--- config.mk ---
export PLATFORM = sky130hd
export DESIGN_NAME = kamus_fetch_unit
export DESIGN_NICKNAME = d
export VERILOG_FILES = /design/src/rtl/kamus_pkg.sv /design/src/rtl/kamus_fetch_fifo.sv /design/src/rtl/kamus_fetch_unit.sv
export SDC_FILE = /design/constraint.sdc
export NUM_CORES = 1
export LEC_CHECK = 0
export ABC_AREA = 1
export BUFFER_PORTS_ARGS = -buffer_cell sky130_fd_sc_hd__buf_2
export CAP_MARGIN = 25
export CORE_MARGIN = 3
export CORE_UTILIZATION = 45
export CTS_CLUSTER_SIZE = 24
export DETAILED_ROUTE_END_ITERATION = 16
export MAX_ROUTING_LAYER = met4
export PLACE_DENSITY = 0.67
export SYNTH_ARGS = -nofsm -noshare
export SYNTH_HDL_FRONTEND = slang
export SYNTH_SLANG_ARGS = --single-unit
--- constraint.sdc ---
create_clock -name clk_i -period 5.3 [get_ports clk_i]
set_input_delay 0.53 -clock clk_i [delete_from_list [all_inputs] [get_ports clk_i]]
set_output_delay 0.53 -clock clk_i [all_outputs]
set_load 0.02 [all_outputs]
--- src/rtl/kamus_pkg.sv ---
// Shared types and constants for the kamus instruction-fetch front end.
package kamus_pkg;

  typedef enum logic [1:0] {
    BOOT_ST,
    RUN_ST,
    DRAIN_ST
  } fetch_state_e;

  typedef struct packed {
    logic [31:0] instr;
    logic [31:0] pc;
  } fetch_entry_t;

  localparam int unsigned INSTR_BYTES = 4;

endpackage

--- src/rtl/kamus_fetch_fifo.sv ---
// Synchronous prefetch FIFO; write-to-head-visible latency 1 cycle, pop gated by non-empty.
// Flush beats push and pop; a push on full without a pop is dropped (callers hold credits).
module kamus_fetch_fifo #(
  parameter int unsigned DEPTH = 4,
  parameter type T = logic [63:0]
) (
  input  logic                         clk_i,
  input  logic                         rst_i,
  input  logic                         push,
  input  logic                         pop,
  input  logic                         flush,
  input  T                             wdata,
  output T                             rdata,
  output logic                         full,
  output logic                         empty,
  output logic [$clog2(DEPTH+1)-1:0]   count
);

  localparam int AW = $clog2(DEPTH);

  T           mem [DEPTH];
  logic [AW:0] wr_ptr, rd_ptr;
  logic        do_push, do_pop;

  assign count   = wr_ptr - rd_ptr;
  assign full    = (count == (AW+1)'(DEPTH));
  assign empty   = (count == '0);
  assign do_pop  = pop && !empty;
  assign do_push = push && (!full || do_pop);
  assign rdata   = mem[rd_ptr[AW-1:0]];

  always_ff @(posedge clk_i) begin
    if (rst_i || flush) begin
      wr_ptr <= '0;
      rd_ptr <= '0;
    end else begin
      if (do_push) wr_ptr <= wr_ptr + 1'b1;
      if (do_pop)  rd_ptr <= rd_ptr + 1'b1;
    end
  end

  // Storage needs no reset; occupancy is tracked by the pointers alone.
  always_ff @(posedge clk_i) begin
    if (!rst_i && !flush && do_push) mem[wr_ptr[AW-1:0]] <= wdata;
  end

endmodule

--- src/rtl/kamus_fetch_unit.sv ---
// Pipelined fetch front end: PC gen, credit-limited L1I requests, prefetch FIFO to ID.
// rvalid at t -> instr_valid_o at t+1; requests stop when outstanding + buffered reaches FIFO_DEPTH.
module kamus_fetch_unit
  import kamus_pkg::*;
#(
  parameter logic [31:0] BOOT_ADDR       = 32'h0000_0000,
  parameter int unsigned FIFO_DEPTH      = 4,
  parameter int unsigned MAX_OUTSTANDING = 2
) (
  input  logic        clk_i,
  input  logic        rst_i,
  output logic        imem_req_o,
  output logic [31:0] imem_addr_o,
  input  logic        imem_gnt_i,
  input  logic        imem_rvalid_i,
  input  logic [31:0] imem_rdata_i,
  input  logic        redirect_i,
  input  logic [31:0] redirect_addr_i,
  output logic        instr_valid_o,
  input  logic        instr_ready_i,
  output logic [31:0] instr_data_o,
  output logic [31:0] instr_pc_o,
  output logic [31:0] instr_next_pc_o
);

  localparam int CW  = $clog2(MAX_OUTSTANDING + 1);
  localparam int FCW = $clog2(FIFO_DEPTH + 1);

  fetch_state_e   state_q, state_d;
  logic [31:0]    fetch_pc_q, resp_pc_q, redirect_pc;
  logic [CW-1:0]  outstanding_q, outstanding_d, discard_q, discard_d;
  logic [31:0]    credit_used;
  logic           gnt_fire, push, pop;
  logic           fifo_full, fifo_empty;
  logic [FCW-1:0] fifo_count;
  fetch_entry_t   head, wentry;

  assign redirect_pc = {redirect_addr_i[31:2], 2'b00};
  assign credit_used = 32'(outstanding_q) + 32'(fifo_count);
  assign gnt_fire    = imem_req_o && imem_gnt_i;
  assign push        = imem_rvalid_i && (state_q == RUN_ST) && !redirect_i;
  assign pop         = instr_valid_o && instr_ready_i && !redirect_i;
  assign wentry      = '{instr: imem_rdata_i, pc: resp_pc_q};

  assign outstanding_d = outstanding_q + CW'(gnt_fire) - CW'(imem_rvalid_i);

  // Every response owed at a redirect belongs to the old path and must be dropped.
  always_comb begin
    discard_d = discard_q;
    if (redirect_i)
      discard_d = outstanding_d;
    else if (state_q == DRAIN_ST && imem_rvalid_i)
      discard_d = discard_q - 1'b1;
  end

  always_ff @(posedge clk_i) begin
    if (rst_i) state_q <= BOOT_ST;
    else       state_q <= state_d;
  end

  always_comb begin
    state_d = state_q;
    unique case (state_q)
      BOOT_ST:  state_d = RUN_ST;
      RUN_ST:   state_d = (redirect_i && discard_d != '0) ? DRAIN_ST : RUN_ST;
      DRAIN_ST: state_d = (discard_d == '0) ? RUN_ST : DRAIN_ST;
      default:  state_d = BOOT_ST;
    endcase
  end

  always_comb begin
    imem_req_o = (state_q == RUN_ST)
              && (32'(outstanding_q) < MAX_OUTSTANDING)
              && (credit_used < FIFO_DEPTH)
              && !redirect_i;
  end

  assign imem_addr_o = fetch_pc_q;

  always_ff @(posedge clk_i) begin
    if (rst_i) begin
      fetch_pc_q    <= BOOT_ADDR;
      resp_pc_q     <= BOOT_ADDR;
      outstanding_q <= '0;
      discard_q     <= '0;
    end else begin
      outstanding_q <= outstanding_d;
      discard_q     <= discard_d;
      if (redirect_i) begin
        fetch_pc_q <= redirect_pc;
        resp_pc_q  <= redirect_pc;
      end else begin
        if (gnt_fire) fetch_pc_q <= fetch_pc_q + 32'(INSTR_BYTES);
        if (push)     resp_pc_q  <= resp_pc_q + 32'(INSTR_BYTES);
      end
    end
  end

  kamus_fetch_fifo #(
    .DEPTH (FIFO_DEPTH),
    .T     (fetch_entry_t)
  ) u_fifo (
    .clk_i (clk_i),
    .rst_i (rst_i),
    .push  (push),
    .pop   (pop),
    .flush (redirect_i),
    .wdata (wentry),
    .rdata (head),
    .full  (fifo_full),
    .empty (fifo_empty),
    .count (fifo_count)
  );

  always_ff @(posedge clk_i) begin
    if (!rst_i) assert (!(push && fifo_full && !pop)) else $error("prefetch FIFO overflow");
  end

  // With the buffer empty the PC outputs show the next PC to be delivered.
  assign instr_valid_o   = !fifo_empty;
  assign instr_data_o    = fifo_empty ? 32'h0 : head.instr;
  assign instr_pc_o      = fifo_empty ? resp_pc_q : head.pc;
  assign instr_next_pc_o = instr_pc_o + 32'(INSTR_BYTES);

endmodule
==> reports/results.txt <==
status -> finished, final reports clean
die area -> 37930 sq um
first-pass GRT wire length -> 68.87 mm
IO buf count -> 191
antenna-violating nets left -> 0
Reg2Reg Depth -> 13
Reg power frac -> 0.479
Post-Route WL -> 43.17 mm
grt ovf -> 0
initial antenna violation count -> 1
non-filler cells, final -> 2508
Net Sw Power -> 1.560 mW
crit path DAT -> 4180 ps
synthesized instance count -> 1861
Clk pwr share -> 0.403
P_int -> 4.380 mW
ranking of synthesized cells by area -> edfxtp_1 46%, nand2_1 12%, dfxtp_1 9.2%, nor2_1 5.3%, inv_1 4.7%
R2R Path End -> u_fifo.mem[0][36]
CP Max Fanout -> 44
NumNets Final -> 2107
die height -> 194.8 microns
Sink Count -> 322
detailed placer's ending HPWL -> 27.99 mm
pwr/cell area -> 321.9 nW/um^2
largest net degree at the start of global routing -> 72
postcts setup bufs -> 0
fillers -> 3184
TritonCTS buffer count -> 36
layout cells sized above 1 -> 0.1486
Post-synth top flop -> edfxtp_1
YS warnings -> 0
die width -> 194.8 microns
routed len/inst -> 17.21 microns
Slew headroom -> 0.3677
synth unique cells -> 45
final worst slack -> 594.5 ps
Setup violations, final -> 0
clock skew -> 10.70 ps
FF+latch area -> 8934 sq um
DR vias/cell -> 5.270
post-synth top area share -> 0.4645
CTS Hold Bufs -> 0
post-synthesis sequential area ratio -> 0.5569
Post-Syn Area -> 16030 sq um
Reg clk slew, reported paths -> 60 ps
reg-to-reg startpoint -> u_fifo.wr_ptr[0]
Peak supply drop -> 0.2210 mV
Async SR Flop Fraction -> 0
vias in the first global route -> 12720
Worst Setup SP -> u_fifo.wr_ptr[0]
placed cells -> 2441
fin crit period -> 4706 ps
worst hold path type -> in -> reg
DRC Markers -> 0
Hold Vio Cnt, Final -> 0
register bit total from synthesis -> 322
Hold Crit Start -> imem_rdata_i[6]
P&R area growth vs syn -> 15.09%
Post-synth top cells -> 512 x nand2_1, 248 x edfxtp_1, 228 x nor2_1, 200 x inv_1, 132 x o21ai_0
Worst Setup End Kind -> output port
gpl congestion -> 0.9292
sw frac -> 0.2626
via count -> 13220
clock latency on the worst-skew pair -> 520 ps
Setup WS pre-CTS -> 1142 ps
setup_tns -> 0 ps
area of the multi-input gates -> 5908 sq um
most frequent cell after synthesis -> nand2_1
Comb power frac -> 0.118
Max-Cap Viols -> 0
CTS tree -> yes
top cell type by total area after synthesis -> edfxtp_1
final slew viol count -> 0
Least-Margin Pin Slew -> 947.0 ps
Total GRT Usage -> 0.2314
Hold WS -> 230.5 ps
num ports -> 200
R2R Setup Slk -> 1350 ps
Post-CTS Resized -> 0
DR iter-0 viols -> 950
Starting Density -> 0.4607
Critical Path RT -> 4770 ps
kind of critical path -> reg -> out
last element of the critical path -> instr_next_pc_o[28]
H-tree depth -> 2
Leak Pwr -> 7.787 nW
DRT Pass-1 Iters -> 5
Max Fclk -> 212.5 MHz
clk root buf -> clkbuf_16
final worst path period share -> 0.8878
row cnt -> 68
number of synthesized flops with an enable pin -> 248
Startpoint Class -> flop
RSZ-0062 raised after global routing -> no
CORE AREA -> 34800 sq um
Avg Synthesized Cell Area -> 8.615 sq um
maximum clock path buffer count -> 3
==> layout make-up <==
| class | instances | area share |
|---|---|---|
| multi-input combinational | 1249 | 0.3202 |
| inverter | 207 | 0.04211 |
| antenna | 1 | 0.0001356 |
| sequential | 322 | 0.4841 |
| clock inverter | 18 | 0.008204 |
| tap | 455 | 0.03085 |
| clock buffer | 48 | 0.05296 |
| timing repair buffer | 208 | 0.06143 |
==> worst min-delay path by stage <==
stage,to,slack [ps],cells after the start
floorplan,u_fifo.wr_ptr[2],460,2
global placement,u_fifo.rd_ptr[2],470,2
detailed placement,u_fifo.wr_ptr[2],480,2
CTS,u_fifo.mem[2][41],210,1
global route,u_fifo.mem[1][41],220,1
finish,u_fifo.mem[2][38],230,1
==> layout by cell type, fill, tap and decap left out, types with 10 or more instances in the layout <==
cell       synthesis  routed
ha_1              12      12
inv_1            200     200
clkbuf_16          0      37
nand3_1           69      69
dfxtp_1           74      72
a31oi_1           23      23
a21oi_1           46      46
edfxtp_1         248     248
buf_2             32     191
xor2_1            34      34
o22ai_1           34      34
nand2_2           14      14
clkbuf_1          31      10
nand4_1           58      58
nand2_1          512     512
nor2_1           228     224
o21ai_0          132     132
buf_4             14      13
nor3_1            24      24
==> kinds of logic after synthesis <==
family / synth area share
and+or+nand+nor: 0.2456
DFF: 0.5569
buffers and inverters: 0.07765
AOI/OAI and AO/OA: 0.08608
xor gates and xnor gates: 0.02294
adders and majority gates: 0.01061
other: 0.0002339
==> power by group through the flow <==
stage	logic (mW)	registers, mW	clock network (mW)
after floorplan	0.447	2.89	0
after global placement	0.692	2.89	0
after detailed placement	0.702	2.89	0
after CTS	0.705	2.84	2.44
after global routing	0.771	2.85	2.55
final	0.703	2.84	2.39
==> critical path: stages, from the launching register on <==
cell     delay [ps]
dfxtp_1         350
inv_1           110
ha_1            190
inv_1            60
fa_1            230
nand3_4         490
nand3_4         400
buf_4           400
nand2_1          90
nand2_1         250
nand2_1         170
nor2_1          210
nand2_1          70
nor2_1          210
nand2_1         100
nand2_1          80
nand2_1          50
buf_2           180
==> flip-flops by register name, indices dropped and copies added, names as in the netlist, named ones only <==
signal and count:
outstanding_q 2, imem_addr_o 30, u_fifo.mem 248, u_fifo.rd_ptr 3, discard_q 2, resp_pc_q 30, state_q 2, u_fifo.wr_ptr 3
==> per-stage QoR <==
| stage | utilization | area, sq um | power (mW) |
|---|---|---|---|
| after floorplan | - | 16050 | 3.336 |
| after global placement | 0.4978 | 17320 | 3.582 |
| after detailed placement | 0.4978 | 17320 | 3.596 |
| after CTS | 0.5302 | 18450 | 5.982 |
| after global routing | 0.5303 | 18450 | 6.171 |
| final | 0.5303 | 18450 | 5.940 |
==> routing by layer <==
layer	wire [microns]	global-route usage	part of all wire
met1	18100	0.2909	0.42
met2	20270	0.3784	0.47
met3	3138	0.03813	0.073
met4	1663	0.08793	0.039
met5	0	-	0
Note: power is estimated with default switching activity, not from simulation.
